### config.mk
export PLATFORM = sky130hd
export DESIGN_NAME = mbscore_intc
export DESIGN_NICKNAME = d
export VERILOG_FILES = /design/src/rtl/mbscore_intc.sv
export SDC_FILE = /design/constraint.sdc
export NUM_CORES = 1
export LEC_CHECK = 0
export ABC_AREA = 1
export CORE_UTILIZATION = 47
export CTS_CLUSTER_SIZE = 12
export DETAILED_ROUTE_END_ITERATION = 16
export GPL_TIMING_DRIVEN = 0
export PLACE_DENSITY_LB_ADDON = 0.12
export REMOVE_ABC_BUFFERS = 1
export SYNTH_ARGS = -nofsm -noshare
export SYNTH_HDL_FRONTEND = slang
export SYNTH_SLANG_ARGS = --single-unit
### constraint.sdc
create_clock -name clk -period 1.5 [get_ports clk]
set_input_delay 0.15 -clock clk [delete_from_list [all_inputs] [get_ports clk]]
set_output_delay 0.15 -clock clk [all_outputs]
set_load 0.005 [all_outputs]
### src/rtl/mbscore_intc.sv
// Purpose: fixed-priority interrupt controller. It captures irq rising edges and hands one vector at a time to the core.
// Latency: an irq edge is pending after 1 edge. set_intr pulses 1 edge later if the vector is eligible and the core is ready.
// Backpressure: requests are held while int_en_n=1 or intr_ready=0. An unacknowledged request times out after ACK_TIMEOUT cycles.
//
// Ports:
//   clk, rst_n             : clock and async active-low reset
//   irq[NUM_SRC-1:0]       : level request lines; a 0->1 edge sets PENDING
//   int_en_n               : core interrupt-disable flag (1 = disabled / in handler)
//   intr_ready             : core can take an interrupt this cycle
//   set_intr               : one-cycle request to save PC and set int_en_n
//   vec_addr[31:0]         : {BASE[31:5], vec, 2'b00}, latched when the request is raised
//   reg_addr/we/wdata/rdata: control registers 0 MASK, 1 PENDING (W1C), 2 STATUS, 3 BASE
module mbscore_intc #(
    parameter int NUM_SRC     = 8,
    parameter int ACK_TIMEOUT = 4
) (
    input  logic               clk,
    input  logic               rst_n,
    input  logic [NUM_SRC-1:0] irq,
    input  logic               int_en_n,
    input  logic               intr_ready,
    output logic               set_intr,
    output logic [31:0]        vec_addr,
    input  logic [1:0]         reg_addr,
    input  logic               reg_we,
    input  logic [31:0]        reg_wdata,
    output logic [31:0]        reg_rdata
);

    localparam int VW = 3;
    localparam int CW = (ACK_TIMEOUT > 1) ? $clog2(ACK_TIMEOUT) : 1;

    typedef enum logic [1:0] {IDLE, REQ, WAIT_ACK, SERVICE} state_t;

    state_t             state;
    logic [NUM_SRC-1:0] mask;
    logic [NUM_SRC-1:0] pending;
    logic [NUM_SRC-1:0] irq_q;
    logic [26:0]        base_hi;
    logic [VW-1:0]      vec;
    logic               in_service;
    logic [CW-1:0]      ack_cnt;

    logic [NUM_SRC-1:0] irq_edge;
    logic [NUM_SRC-1:0] w1c;
    logic [NUM_SRC-1:0] ack_clr;
    logic [NUM_SRC-1:0] elig;
    logic [VW-1:0]      sel_vec;

    always_comb begin
        irq_edge = irq & ~irq_q;
        w1c      = (reg_we && reg_addr == 2'd1) ? reg_wdata[NUM_SRC-1:0] : '0;
        ack_clr  = (state == WAIT_ACK && int_en_n) ?
                   ({{(NUM_SRC-1){1'b0}}, 1'b1} << vec) : '0;
        elig     = pending & mask;
        // Descending scan so the lowest set index is the one left in sel_vec.
        sel_vec  = '0;
        for (int i = NUM_SRC - 1; i >= 0; i--) begin
            if (elig[i]) sel_vec = VW'(i);
        end
    end

    always_comb begin
        reg_rdata = '0;
        case (reg_addr)
            2'd0: reg_rdata[NUM_SRC-1:0] = mask;
            2'd1: reg_rdata[NUM_SRC-1:0] = pending;
            2'd2: reg_rdata = {in_service, 28'b0, vec};
            default: reg_rdata = {base_hi, 5'b0};
        endcase
    end

    // Register file and edge capture. New edges are OR'd in last so a set
    // beats a W1C or an acknowledge clear in the same cycle.
    always_ff @(posedge clk or negedge rst_n) begin
        if (!rst_n) begin
            mask    <= '0;
            pending <= '0;
            irq_q   <= '0;
            base_hi <= '0;
        end else begin
            irq_q   <= irq;
            pending <= (pending & ~w1c & ~ack_clr) | irq_edge;
            if (reg_we && reg_addr == 2'd0) mask    <= reg_wdata[NUM_SRC-1:0];
            if (reg_we && reg_addr == 2'd3) base_hi <= reg_wdata[31:5];
        end
    end

    // Handshake FSM. vec and vec_addr are latched only when leaving IDLE.
    // Later MASK/BASE/PENDING writes therefore cannot disturb a sequence in flight.
    always_ff @(posedge clk or negedge rst_n) begin
        if (!rst_n) begin
            state      <= IDLE;
            vec        <= '0;
            in_service <= 1'b0;
            set_intr   <= 1'b0;
            vec_addr   <= '0;
            ack_cnt    <= '0;
        end else begin
            set_intr <= 1'b0;
            case (state)
                IDLE: begin
                    if (|elig && !int_en_n && intr_ready) begin
                        state    <= REQ;
                        vec      <= sel_vec;
                        vec_addr <= {base_hi, sel_vec, 2'b00};
                        set_intr <= 1'b1;
                    end
                end
                REQ: begin
                    state   <= WAIT_ACK;
                    ack_cnt <= '0;
                end
                WAIT_ACK: begin
                    if (int_en_n) begin
                        in_service <= 1'b1;
                        state      <= SERVICE;
                    end else if (ack_cnt == CW'(ACK_TIMEOUT - 1)) begin
                        state <= IDLE;
                    end else begin
                        ack_cnt <= ack_cnt + CW'(1);
                    end
                end
                SERVICE: begin
                    if (!int_en_n) begin
                        in_service <= 1'b0;
                        state      <= IDLE;
                    end
                end
                default: state <= IDLE;
            endcase
        end
    end

endmodule
==> impl_metrics.csv <==
group,metric,value,unit
cts,cts.clk_slew.worst_paths,0.08,ns
placed_design,hpwl,5.510,mm
global_route,grt_pass1_wl,15.41,mm
timing,max_freq,679.1,MHz
cts,htreeDepth,3,
layout,fillCellCount,614,
placed_design,routabilityCongestion,0.8134,
timing,fin_crit_sh,98.17,%
timing,slew_viol_final,0,
setup_path,arrival,1.32,ns
setup_path,cp_max_fo,5,
job,cap_violations,0,
synth,ys_seq_area_share,58.55,%
global_route,grt_pass1_vias,3171,
power,p_switching,2683,uW
route,dr_total_vias,3270,
setup_path,reg2reg_from,"mask[4]$_DFFE_PN0P_",
timing,final-hold-violation-count,0,
synth,synth_seq_cells,87,
layout,seq_area,2181,um2
setup_path,r2r-end,"vec_addr[8]$_DFFE_PN0P_",
die,initial_utilization,48.37,%
timing,final-setup-viol-count,0,
layout,area_growth,45.29,%
timing,worst-slew-pin-transition,0.6163,ns
cts,cts.path.max_buffers,2,
global_route,gr-total-overflow,0,
setup_path,worst_ep_required_time,1.35,ns
power,combPwrFrac,37.8,%
timing,maxSlewHeadroom,58.91,%
power,internal_power,5360,uW
setup_path,reg2reg_setup_slack,0.04,ns
synth,avgSynthCellArea,8.939,um2
layout,fin_nets,588,
setup_path,worst-setup-path-type,"reg2out",
route,drtIter0Drc,129,
synth,dominantRegCellSynth,"dfrtp_1",
layout,final_area,5403,um2
cts,cts_buffers,9,
power,peakVddDrop,0.8833,mV
die,die_w,90.95,um
cts,clock-root-buffer,"clkbuf_8",
setup_path,crit_path_start_kind,"flip-flop",
power,pwr_density_cell,1489,nW/um2
die,core,7687,um2
layout,final_cells,647,
power,p_leak,0.002782,uW
layout,multi_input_area,1409,um2
route,wl_per_cell,15.20,um
global_route,grt_max_degree,62,
placed_design,dpl_cell_area,4866,um2
cts,clock_sinks,87,
global_route,grt.total_usage,23.80,%
setup_path,r2r_cells,9,
synth,ys_types,26,
global_route,antenna_found_initial,0,
placed_design,dp_cells,612,
route,drt_pass1_iterations,4,
die,dieHeight,90.95,um
timing,min_period,1.472,ns
synth,yosys_warnings,0,
cts,clk_latency,0.34,ns
power,swShare,33.35,%
synth,async_reset_ff_share,100.0,%
route,wirelength,9.835,mm
synth,synthCells,416,
route,via_per_inst,5.054,
power,pwr-share-clk,19.9,%
setup_path,crit_path_end_kind,"output pin",
synth,synth_edf_count,0,
hold_path,hold_path_class,"in2async",
power,power_frac_seq,42.3,%
placed_design,portBuffers,109,
route,drcViolationCount,0,
status,status,"finished clean",
synth,synth_area,3719,um2
layout,n_antenna_cell,0,
cts,tritoncts,"yes",
die,row_count,32,
route,ant_nets,0,
layout,drive_gt1_share,13.03,%
die,dieArea,8272,um2
die,io_pins,112,
timing,finClkSkew,0.009346,ns
[registers in the layout (all words and copies together), names as in the netlist]
register and cells:
vec 2, ack_cnt 2, irq_q 8, in_service 1
set_intr 1, state 2, vec_addr 28, mask 8
base_hi 27, pending 8
[cells in the mapped netlist (3+ instances only)]
library cell  count  share of area (%)
o22ai_1           8                1.3
buf_2             8                1.1
inv_1            52                5.2
a21oi_1          27                3.6
inv_2             3               0.30
nor3_1            4               0.54
o211ai_1          7                1.4
nand2_1          85                8.6
nand2_2           3               0.50
o21ai_1          38                5.1
nand3_1           3               0.40
o21ai_2          10                2.4
dfrtp_1          87                 59
nor2_1           53                5.3
nor4_1            6                1.0
buf_4             7                1.4
[placed cells by master, fill, tap and decap left out, types with 9 or more instances in the layout]
cell type / count
inv_1: 52
o21ai_1: 38
nand2_1: 80
nor2_1: 48
clkdlybuf4s50_1: 71
dlygate4sd2_1: 22
buf_4: 9
o21ai_2: 10
dfrtp_1: 84
dlymetal6s2s_1: 13
a21oi_1: 27
clkbuf_8: 9
[how the worst max path moves through the flow]
stage / cells past startpoint / slack, ns / endpoint / start
floorplan: 7 / -0.27 / vec_addr[28]$_DFFE_PN0P_ / mask[6]$_DFFE_PN0P_
global placement: 1 / -2.84 / ack_cnt[1]$_DFFE_PN0P_ / rst_n
detailed placement: 4 / -1.25 / reg_rdata[6] / reg_addr[1]
CTS: 3 / 0.003 / reg_rdata[16] / base_hi[11]$_DFFE_PN0P_
global route: 10 / -0.03 / vec[0]$_DFFE_PN0P_ / mask[4]$_DFFE_PN0P_
finish: 3 / 0.03 / reg_rdata[2] / vec_addr[4]$_DFFE_PN0P_
[power groups by stage]
stage	Combinational [uW]	Sequential [uW]	Clock [uW]
6_report	3040	3400	1600
5_1_grt	3320	3490	1740
4_1_cts	2800	3390	1630
3_5_place_dp	2570	3470	0
3_3_place_gp	2510	3440	0
2_1_floorplan	1140	3440	0
[cell families (layout without fill, tap and decap cells)]
| group | count (synthesis) | count (layout) | share of synthesized area (%) |
|---|---|---|---|
| buffers and inverters | 72 | 196 | 8.244 |
| AOI/OAI and AO/OA | 97 | 97 | 15.24 |
| and+or+nand+nor | 158 | 162 | 17.53 |
| adders and majority gates | 1 | 1 | 0.3364 |
| DFF | 87 | 87 | 58.55 |
| other | 1 | 2 | 0.1008 |
[critical path: stages (launching register included)]
cell and delay, ns:
dfrtp_2 0.42, inv_1 0.15, o211ai_1 0.14, dlygate4sd2_1 0.28
[per-stage QoR]
step,power [uW],setup TNS [ns],hold slack [ns],util (%),setup slack [ns]
after detailed placement,6035,-86.87,0.09833,63.30,-1.248
after global routing,8545,-0.1716,0.2710,70.28,-0.03071
after floorplan,4585,-7.395,-0.1456,-,-0.2715
after CTS,7819,0,0.2619,68.05,0.002743
after global placement,5947,-330.26,0.4129,62.97,-2.837
final,8043,0,0.2638,70.28,0.02752
[layer usage]
layer  share of wire [%]  global-route usage [%]
met1                  46                   34.29
met2                  50                   38.38
met3                 3.5                   2.680
met4                 1.1                   6.746
met5                   0                       0
[area by class of cell]
cell class              count  area share, %
repair buffers            125          23.85
well taps                 102          2.362
multi-input cells         262          26.08
inverters                  55          3.821
clock buffers              11          2.432
flip-flops and latches     87          40.37
clock inverters             5          1.088
[what timing repair did]
| item | 4_1_cts | 5_1_grt |
|---|---|---|
| pin swaps | 4 | 4 |
| setup endpoints to repair | 93 | 46 |
| hold endpoints to repair | 26 | 0 |
| buffers inserted | 10 | 3 |
| hold buffers | 1 | 0 |
| resized for setup | 47 | 30 |
| gates cloned | 3 | 2 |
Note: power is estimated with default switching activity, not from simulation.
